### src/rtl/if_fetch_stage.sv
// Instruction-fetch stage: program counter, imem address and the IF/ID pipeline latch,
// with redirect/hold priority and saturating stall/flush counters for performance debug.
module if_fetch_stage #(
    parameter logic [31:0] RESET_PC = 32'h0000_0000,
    parameter int unsigned PC_STEP  = 4,
    parameter int unsigned CNT_W    = 32
) (
    input  logic             clk,
    input  logic             rst_n,
    input  logic             IF_IDhold,
    input  logic             Branch,
    input  logic [31:0]      BranchTarget,
    input  logic             Jump,
    input  logic [31:0]      JumpTarget,
    output logic [31:0]      imem_addr,
    input  logic [31:0]      imem_data,
    output logic [31:0]      IF_IDinstr,
    output logic [31:0]      IF_IDpc4,
    output logic             IF_IDvalid,
    output logic [CNT_W-1:0] stall_count,
    output logic [CNT_W-1:0] flush_count
);

    localparam logic [31:0] RESET_PC_ALIGNED = RESET_PC & ~32'h3;
    localparam logic [31:0] PC_INC           = 32'(PC_STEP);
    localparam logic [31:0] LINK_INC         = 32'd4;

    logic [31:0]      pc;
    logic [31:0]      pc_next;
    logic [31:0]      instr_next;
    logic [31:0]      pc4_next;
    logic             valid_next;
    logic [CNT_W-1:0] stall_next;
    logic [CNT_W-1:0] flush_next;
    logic             redirect;
    logic [31:0]      redirect_target;

    // Jump is resolved later than branch in the pipe, so it wins a tie.
    assign redirect        = Jump | Branch;
    assign redirect_target = Jump ? JumpTarget : BranchTarget;

    assign imem_addr = pc;

    // Priority mux: redirect > hold > advance.
    always_comb begin
        pc_next    = pc;
        instr_next = IF_IDinstr;
        pc4_next   = IF_IDpc4;
        valid_next = IF_IDvalid;
        stall_next = stall_count;
        flush_next = flush_count;

        if (redirect) begin
            pc_next    = redirect_target & ~32'h3;
            instr_next = 32'h0;
            pc4_next   = 32'h0;
            valid_next = 1'b0;
            if (flush_count != {CNT_W{1'b1}}) begin
                flush_next = flush_count + CNT_W'(1);
            end
        end else if (IF_IDhold) begin
            if (stall_count != {CNT_W{1'b1}}) begin
                stall_next = stall_count + CNT_W'(1);
            end
        end else begin
            pc_next    = pc + PC_INC;
            instr_next = imem_data;
            pc4_next   = pc + LINK_INC;
            valid_next = 1'b1;
        end
    end

    // State registers; reset overrides every other input.
    always_ff @(posedge clk) begin
        if (!rst_n) begin
            pc          <= RESET_PC_ALIGNED;
            IF_IDinstr  <= 32'h0;
            IF_IDpc4    <= 32'h0;
            IF_IDvalid  <= 1'b0;
            stall_count <= '0;
            flush_count <= '0;
        end else begin
            pc          <= pc_next;
            IF_IDinstr  <= instr_next;
            IF_IDpc4    <= pc4_next;
            IF_IDvalid  <= valid_next;
            stall_count <= stall_next;
            flush_count <= flush_next;
        end
    end

endmodule

### config.mk
export PLATFORM = sky130hd
export DESIGN_NAME = if_fetch_stage
export DESIGN_NICKNAME = d
export VERILOG_FILES = /design/src/rtl/if_fetch_stage.sv
export SDC_FILE = /design/constraint.sdc
export NUM_CORES = 1
export LEC_CHECK = 0
export ABC_CLOCK_PERIOD_IN_PS = 2800
export CAP_MARGIN = 20
export CORE_UTILIZATION = 46
export CTS_CLUSTER_SIZE = 20
export DETAILED_ROUTE_END_ITERATION = 8
export MAX_ROUTING_LAYER = met4
export PLACE_DENSITY_LB_ADDON = 0.1
export SLEW_MARGIN = 5
export SYNTH_ARGS = -nofsm -noshare
export SYNTH_HDL_FRONTEND = slang
export SYNTH_SLANG_ARGS = --single-unit
### constraint.sdc
create_clock -name clk -period 2.8 [get_ports clk]
set_input_delay 0.56 -clock clk [delete_from_list [all_inputs] [get_ports clk]]
set_output_delay 0.56 -clock clk [all_outputs]
set_load 0.01 [all_outputs]
* After elaboration in Yosys (flattened, before gate mapping)
Index checks and enable logic that the tools add are counted.
Operators by class: bitwise logic cells 3, add/sub/neg operators 3, reductions and logical operators 3, mux-type cells 3, eq/ne operators 3
Operators by type and width (count):
- 32-bit 2-to-1 mux | 3
- 32-bit by 1-bit adder with 32-bit output (second input constant) | 2
- 32-bit != test (second input constant) | 2
- 32-bit by 3-bit adder with 32-bit output (second input constant) | 1
- 3-bit AND reduction | 1
- 2-bit by 1-bit != test with 1-bit output (second input constant) | 1
- 1-bit NOT | 2
- 2-bit AND reduction | 1
- 2-bit OR reduction | 1
- 1-bit bitwise OR | 1
Storage, ports and cells: input port bits 101, bits in registers 161, output and inout port bits 161

* Depth between registers and ports, before layout
word-level depth 3, gate-level depth with buffers 8, mapped depth without buffers 6

* Worst setup path after synthesis
OpenSTA, ideal clock, no wires.
path type input to register, from input port Branch, to register flush_count[25], setup slack 661 ps, stages on the path 6, arrival 2069 ps, path through buf_2 > nor2_1 > nor4_4 > nand2_1 > or4_1 > a21oi_1
Between the ends: word-level cells in the longest chain between the ends 2
Ends and longest elaborated chain:
- start, declared | line 11 | input logic Branch,
- 1-bit bitwise OR | line 39 | assign redirect = Jump | Branch;
- 2-bit AND reduction (no line)
- end signal, assigned | line 88 | flush_count <= flush_next;
- end, declared | line 21 | output logic [CNT_W-1:0] flush_count
Every way passes these cells. A chain may end at the register's enable or synchronous reset.

* Worst setup path after layout
from register flush_count[14], to register flush_count[17]
Between the ends: word-level cells in the longest chain between the ends 2, elaborated cells between the ends (all ways) 3, those cells by class 1 x add/sub; 1 x eq/ne; 1 x reduce/logical
Ends and longest elaborated chain:
- branches (longest 2 deep; another with 32-bit by 1-bit adder with 32-bit output)
Several ways; the timed one is not identified.

==> flow_summary.json <==
{
  "netlist_area_um2": 7630,
  "drc": 0,
  "cts_tree": "yes",
  "grt_usage_pct": 27.2,
  "finalWirelength_um": 23000,
  "die_width_um": 131,
  "clock_path_buffers": 2,
  "nets": 1253,
  "grt_pass1_vias": 6954,
  "netlist_instances": 912,
  "synth_edf_count": 0,
  "area_growth_pct": 44.0,
  "vias": 7626,
  "ys_ff_latch": 157,
  "p_leak_nw": 3.82,
  "ios": 262,
  "cts-root-buf": "clkbuf_16",
  "cp_max_fo": 8,
  "ir_drop_mv": 0.430,
  "rsz0062_at_grt": "no",
  "finalSetupViolations": 0,
  "synth_area_leaders": "dfxtp_1 41%, mux2i_1 6.0%, nand2_1 4.9%",
  "die_area_um2": 17100,
  "synth_top_area_cell": "dfxtp_1",
  "fin_tns_setup_ns": 0,
  "wl_per_cell_um": 16.7,
  "max_cap_viol_count": 0,
  "clkTransAtPathRegs_ns": 0.07,
  "post_cts_buffers": 0,
  "postCtsHoldBufs": 0,
  "synth.avg_cell_area_um2": 8.37,
  "yosys.cell_count.top_type": "dfxtp_1",
  "synthArstFlopShare_pct": 0,
  "gp_congestion": 0.861,
  "synth_top_area_share_pct": 41.2,
  "fin_crit_ns": 2.42,
  "drive_gt1_share_pct": 6.80,
  "die_h_um": 131,
  "worst_pin_slew_ns": 0.763,
  "outcome": "finished, final reports clean",
  "dp_hpwl_um": 16200,
  "cp-start-kind": "flop",
  "first_pass_iters": 5,
  "finalCoreUtilization_pct": 68.5,
  "synth_cell_type_count": 55,
  "initial_core_util_pct": 47.5,
  "drt_iter0_drc": 535,
  "grt_overflow": 0,
  "cp.required_ns": 3.08,
  "clk_latency_ns": 0.43,
  "finClkSkew_ns": 0.0115,
  "viasPerCell": 5.53,
  "portBuffers": 253,
  "crit_path_end_kind": "flop",
  "grt_pass1_wl_um": 35100,
  "num_rows": 46,
  "synth_top_cells_by_count": "157 x dfxtp_1, 100 x nand2_1, 75 x nor2_1, 67 x a21oi_1, 62 x o21ai_0",
  "diodes": 0,
  "power-per-cell-area_nw_per_um2": 488,
  "whs_ns": 0.458,
  "synth_warnings": 0,
  "slew_headroom_pct": 48.7,
  "grt_max_degree": 79,
  "coreArea_um2": 16100,
  "crit_type": "flop to flop",
  "hold_violations": 0,
  "cts-resized-gates": 0,
  "fmax_mhz": 413,
  "crit_arrival_ns": 2.70,
  "antenna_left": 0,
  "numCtsBuffers": 17,
  "synthFlopType": "dfxtp_1",
  "worstHoldPathType": "flop to flop",
  "cts_sinks": 157,
  "finalCritPeriodShare_pct": 86.6,
  "h-tree-depth": 4,
  "synth-seq-area-share_pct": 41.2,
  "drv_slew": 0,
  "antenna_found_initial": 0
}
==> logic make-up after synthesis <==
family                   count (synthesis)  synth area share, %
multiplexers                            46                 6.03
AND/OR/NAND/NOR                        369                 25.1
buffers and inverters                   74                 4.29
other                                    1               0.0491
XOR/XNOR                                44                 5.05
flip-flops                             157                 41.2
adder cells (fa/ha/maj)                  3                0.492
AO/OA/AOI/OAI                          218                 17.8
==> cell type report <==
class	instances	area, µm²
clock buffer	20	437
timing repair buffer	276	2730
sequential	157	3140
inverter	13	48.8
tap	216	270
multi-input combinational	684	4190
clock inverter	12	170
fill	1360	5070
==> placed cells by master, fill, tap and decap left out, drive strengths merged, types with 19 or more instances in the layout <==
cell type,count
nor2,75
clkdlybuf4s50,250
clkbuf,20
buf,26
xnor2,25
o21ai,69
mux2i,46
dfxtp,157
xor2,19
or4,23
o211ai,22
nand3,42
or3,28
nand2,100
a21oi,70
nand4,33
==> layer usage <==
layer  routed length (µm)  part of all wire [%]  global-route usage (%)  vias up
met5                    0                     0                       -        -
met4                  463                   2.0                    9.60        0
met3                 1480                   6.4                    5.78       32
met2                10800                    47                    42.7      249
met1                10300                    45                    34.4     3543
li1                     -                     -                       -     3802
==> final timing paths <==
path | start | endpoint | slack [ns] | depth (start not counted)
worst max-delay path | flush_count[14] | flush_count[17] | 0.38 | 5
worst min-delay path | IF_IDvalid | IF_IDvalid | 0.46 | 1
worst max register to register | flush_count[14] | flush_count[17] | 0.38 | 5
worst min register to register | IF_IDvalid | IF_IDvalid | 0.46 | 1
==> where the power goes <==
group,internal [mW],total [mW],switching [mW]
Sequential,2.29,2.36,0.0731
Clock,1.49,2.41,0.921
Combinational,0.324,0.593,0.270
Total,4.10,5.36,1.26
==> critical path: stages (launching register included) <==
cell	delay (ns)
dfxtp_1	0.45
nand4_1	0.29
or4_4	0.64
nor3_1	0.61
or4_1	0.22
a21oi_1	0.07
==> sequential cells by signal (all words and copies together) (netlist names) <==
| name | cells |
|---|---|
| imem_addr | 30 |
| IF_IDinstr | 32 |
| IF_IDpc4 | 30 |
| flush_count | 32 |
| stall_count | 32 |
| IF_IDvalid | 1 |
==> per-stage QoR <==
step	power, mW	instance area, µm²	worst slack, ns	cells
floorplan	2.68	7640	0.661	915
global placement	3.00	10400	0.291	1346
detailed placement	3.00	10400	0.279	1346
CTS	5.39	11000	0.424	1378
global route	5.53	11000	0.235	1378
finish	5.36	11000	0.376	1378
(Power assumes the default switching activity.)
==> patch 1: new RTL, same flow settings <==
Change the parameter `CNT_W` from 32 to 64.
--- a/src/rtl/if_fetch_stage.sv
+++ b/src/rtl/if_fetch_stage.sv
@@ -3,7 +3,7 @@
 module if_fetch_stage #(
     parameter logic [31:0] RESET_PC = 32'h0000_0000,
     parameter int unsigned PC_STEP  = 4,
-    parameter int unsigned CNT_W    = 32
+    parameter int unsigned CNT_W    = 64
 ) (
     input  logic             clk,
     input  logic             rst_n,
Interface: changed (resized flush_count and stall_count); port bits go from 262 to 326. No check against the original RTL was run, so the function may have changed too.
==> patch 1 against the original RTL <==
- critical path depth rose by 3
- worst setup slack got worse by 0.13 ns
- die area rose by 43%
- final area rose by 42%
- maximum frequency fell by 5.2%
- core utilization fell by 2.0 points
- wire length rose by 50%
- final cell count rose by 46%
- total power rose by 37%
- synthesized area rose by 44%
- sequential cell count rose by 64
==> patch 1: results <==
[power]
p_leak_nw = 5.342

[worst_setup_path]
max_stage_delay_ns = 0.58
path_max_fanout = 9
slowest_stage = "o21ai_1"
cp_data_arrival_time_ns = 2.96

[grt]
grt_util_all_layers_pct = 28.75
grt_pass1_wl_um = 55320
grt_max_degree = 70

[placed_design]
dp_slack_ns = -0.02444
post-place-cells = 1964
dp_hpwl_um = 24620

[synth]
yosys-top-cells-area = "dfxtp_1 (40%), mux2i_1 (5.4%), nand2_1 (5.2%)"
ys_seq_area_share_pct = 40.26
synth_common_cells = "dfxtp_1 (221), nand2_1 (151), nor2_1 (145), a21oi_1 (85), o21ai_0 (66)"
postSynthCellCount = 1339
synthDistinctLibCells = 67

[detailed_routing]
vias = 11253
drtIter0Drc = 794

[clock_network]
insertion_delay_ns = 0.53
htree_num_levels = 1

[finish]
nNetsFinal = 1776
reg_top3 = "flush_count (64), stall_count (64), IF_IDinstr (32)"

[timing]
worstMarginPinSlew_ns = 0.6462
skew_ns = 0.01090

[status]
status = "complete, no violations"
patch 1: where the power goes:
part           internal [mW]  total (mW)  switching, mW
clock network           2.10        3.42           1.32
registers               3.20        3.26         0.0629
logic                  0.341       0.659          0.318
patch 1: layer usage:
metal | global-route usage [%] | up-vias | routed length, µm
met5 | - | - | 0
met4 | 7.563 | 0 | 652
met3 | 6.397 | 53 | 2421
met2 | 49.26 | 361 | 16780
met1 | 33.87 | 5323 | 14620
li1 | - | 5516 | -
patch 1: layout make-up:
class,count,area (µm²)
fillers,2027,7876
multi-input cells,1024,6165
flip-flops and latches,221,4424
repair buffers,381,3681
clock buffers,33,695.7
well taps,319,399.1
clock inverters,10,156.4
inverters,19,72.57
diodes,1,2.502
patch 1: cells by family (layout without fill, tap and decap cells):
group,after synthesis,in the layout,share of synthesized area [%]
muxes,59,59,5.373
other,1,5,0.03412
buffers and inverters,97,443,3.780
adders and majority gates,3,3,0.3416
DFF,221,221,40.25
and+or+nand+nor,613,613,28.98
AOI/OAI and AO/OA,273,273,15.49
xor gates and xnor gates,72,72,5.738
patch 1: path summary, 6_finish.rpt:
check	startpoint	to	slack, ns	depth (start not counted)
max	flush_count[51]$_SDFFE_PN0P_	flush_count[0]$_SDFFE_PN0P_	0.24	8
min	IF_IDvalid$_SDFFE_PP0N_	IF_IDvalid$_SDFFE_PP0N_	0.46	1
min reg2reg	IF_IDvalid$_SDFFE_PP0N_	IF_IDvalid$_SDFFE_PP0N_	0.46	1
max reg2reg	flush_count[51]$_SDFFE_PN0P_	flush_count[0]$_SDFFE_PN0P_	0.24	8
patch 1: critical path: cells and delay by family (launching register included):
family          cells  cell delay, ns
compound gates      1            0.58
buf+inv             2            0.43
xor+xnor            1            0.14
simple gates        4            0.83
flops               1            0.45
==> patch 2: new RTL, same flow settings <==
Without the edit above. `IF_IDinstr` no longer has a reset.
--- a/src/rtl/if_fetch_stage.sv
+++ b/src/rtl/if_fetch_stage.sv
@@ -74,14 +74,12 @@
     always_ff @(posedge clk) begin
         if (!rst_n) begin
             pc          <= RESET_PC_ALIGNED;
-            IF_IDinstr  <= 32'h0;
             IF_IDpc4    <= 32'h0;
             IF_IDvalid  <= 1'b0;
             stall_count <= '0;
             flush_count <= '0;
         end else begin
             pc          <= pc_next;
-            IF_IDinstr  <= instr_next;
             IF_IDpc4    <= pc4_next;
             IF_IDvalid  <= valid_next;
             stall_count <= stall_next;
@@ -89,5 +87,9 @@
         end
     end
 
+    always_ff @(posedge clk) begin
+        IF_IDinstr <= instr_next;
+    end
+
 endmodule
 
Check against the original RTL: not equivalent (a bounded check fails within 4 cycles, from zero or initial values and one cycle with rst_n low).
==> patch 2 against the original RTL <==
- final area fell by 0.23%
- largest cell class unchanged
- total power about the same
- synthesized area decreased by 1.7%
- largest power group unchanged
- maximum frequency is 3.9% lower
- wire length rose by 0.78%
- via count is 0.88% higher
- sequential cell count did not move
- worst setup slack worse by 0.098 ns
==> patch 2: results <==
[worst_setup_path]
slowest_stage = "or4_1"
path_max_fanout = 9
max_stage_delay_ns = 0.74
cp_data_arrival_time_ns = 2.88
rrSetupSlack_ns = 0.28
worstReg2RegEnd = "flush_count[30]$_SDFFE_PN0P_"
critPathLaunch = "flush_count[7]$_SDFFE_PN0P_"

[placed_design]
post_dp_cell_area_um2 = 10350
dp_slack_ns = 0.1422
dp_hpwl_um = 16480
place_congestion = 0.8156

[status]
status = "complete, no violations"

[finish]
clockNetworkAreaShare_pct = 5.590
multi_input_area_share_pct = 37.00
num-multi-input-gates = 673
drive_gt1_share_pct = 6.923
buf_share_pct = 25.67
fin_cells = 1386
multi_input_area_um2 = 4058
fill_cells = 1349
nNetsFinal = 1261
inverters = 18
nNonClkBuffers = 290

[grt]
use_met1_pct = 32.43
gr-usage-met2_pct = 47.34
grtUsageMet3_pct = 6.109
grt_pass1_wl_um = 35420

[power]
max-vdd-ir-drop_v = 0.0003922
p_leak_nw = 3.858

[die]
coreArea_um2 = 15890

[detailed_routing]
vias = 7693
drtIter0Drc = 486
wirelength_met1_um = 9821
drt-total-wl_um = 23200
met2_length_um = 11400
dr_wl_met3_um = 1494
firstDrtPassIters = 5

[synth]
synth_common_cells = "dfxtp_1 (157), nand2_1 (98), nor2_1 (81), o21ai_0 (62), a21oi_1 (57)"
ys_seq_area_share_pct = 41.89
syn_area_per_cell_um2 = 8.282
yosysTopAreaCellShare_pct = 41.89
yosys-top-cells-area = "dfxtp_1 (42%), mux2i_1 (6.7%), nand2_1 (4.9%)"

[clock_network]
root_buffer = "clkbuf_16"
post_cts_resized = 0

[hold_path]
min_path_cells = 2
hold_end = "IF_IDpc4[31]$_SDFFE_PP0N_"
min_from = "IF_IDpc4[31]$_SDFFE_PP0N_"

[timing]
worstMarginPinSlew_ns = 0.6101
finalHoldWorstSlack_ns = 0.4412
fin_crit_ns = 2.522
patch 2: changes by cell type in the layout (fill, tap and decap cells not counted), sizes merged, moves of 9 or more:
| cell | delta |
|---|---|
| a21oi | -13 |
| buf | +13 |
| inv | +9 |
| a22o | -9 |
patch 2: kinds of logic after synthesis:
logic type                 Yosys count  synth area share, %
muxes                               50                6.670
xor gates and xnor gates            49                5.720
other                                1              0.04998
buffers and inverters               79                4.185
DFF                                157                41.89
and+or+nand+nor                    370                25.10
adders and majority gates            3               0.5003
AOI/OAI and AO/OA                  197                15.89
patch 2: worst register-to-register path: cells and delay by family (launching register included):
family	cells	cell delay [ns]
AO/OA/AOI/OAI	1	0.14
flip-flops	1	0.44
AND/OR/NAND/NOR	4	1.87
patch 2: where the power goes:
part | switching (mW) | internal, mW | leakage (nW) | total [mW]
sequential | 0.0638 | 2.29 | 1.28 | 2.36
clock | 0.988 | 1.41 | 0.272 | 2.40
combinational | 0.272 | 0.335 | 2.31 | 0.607
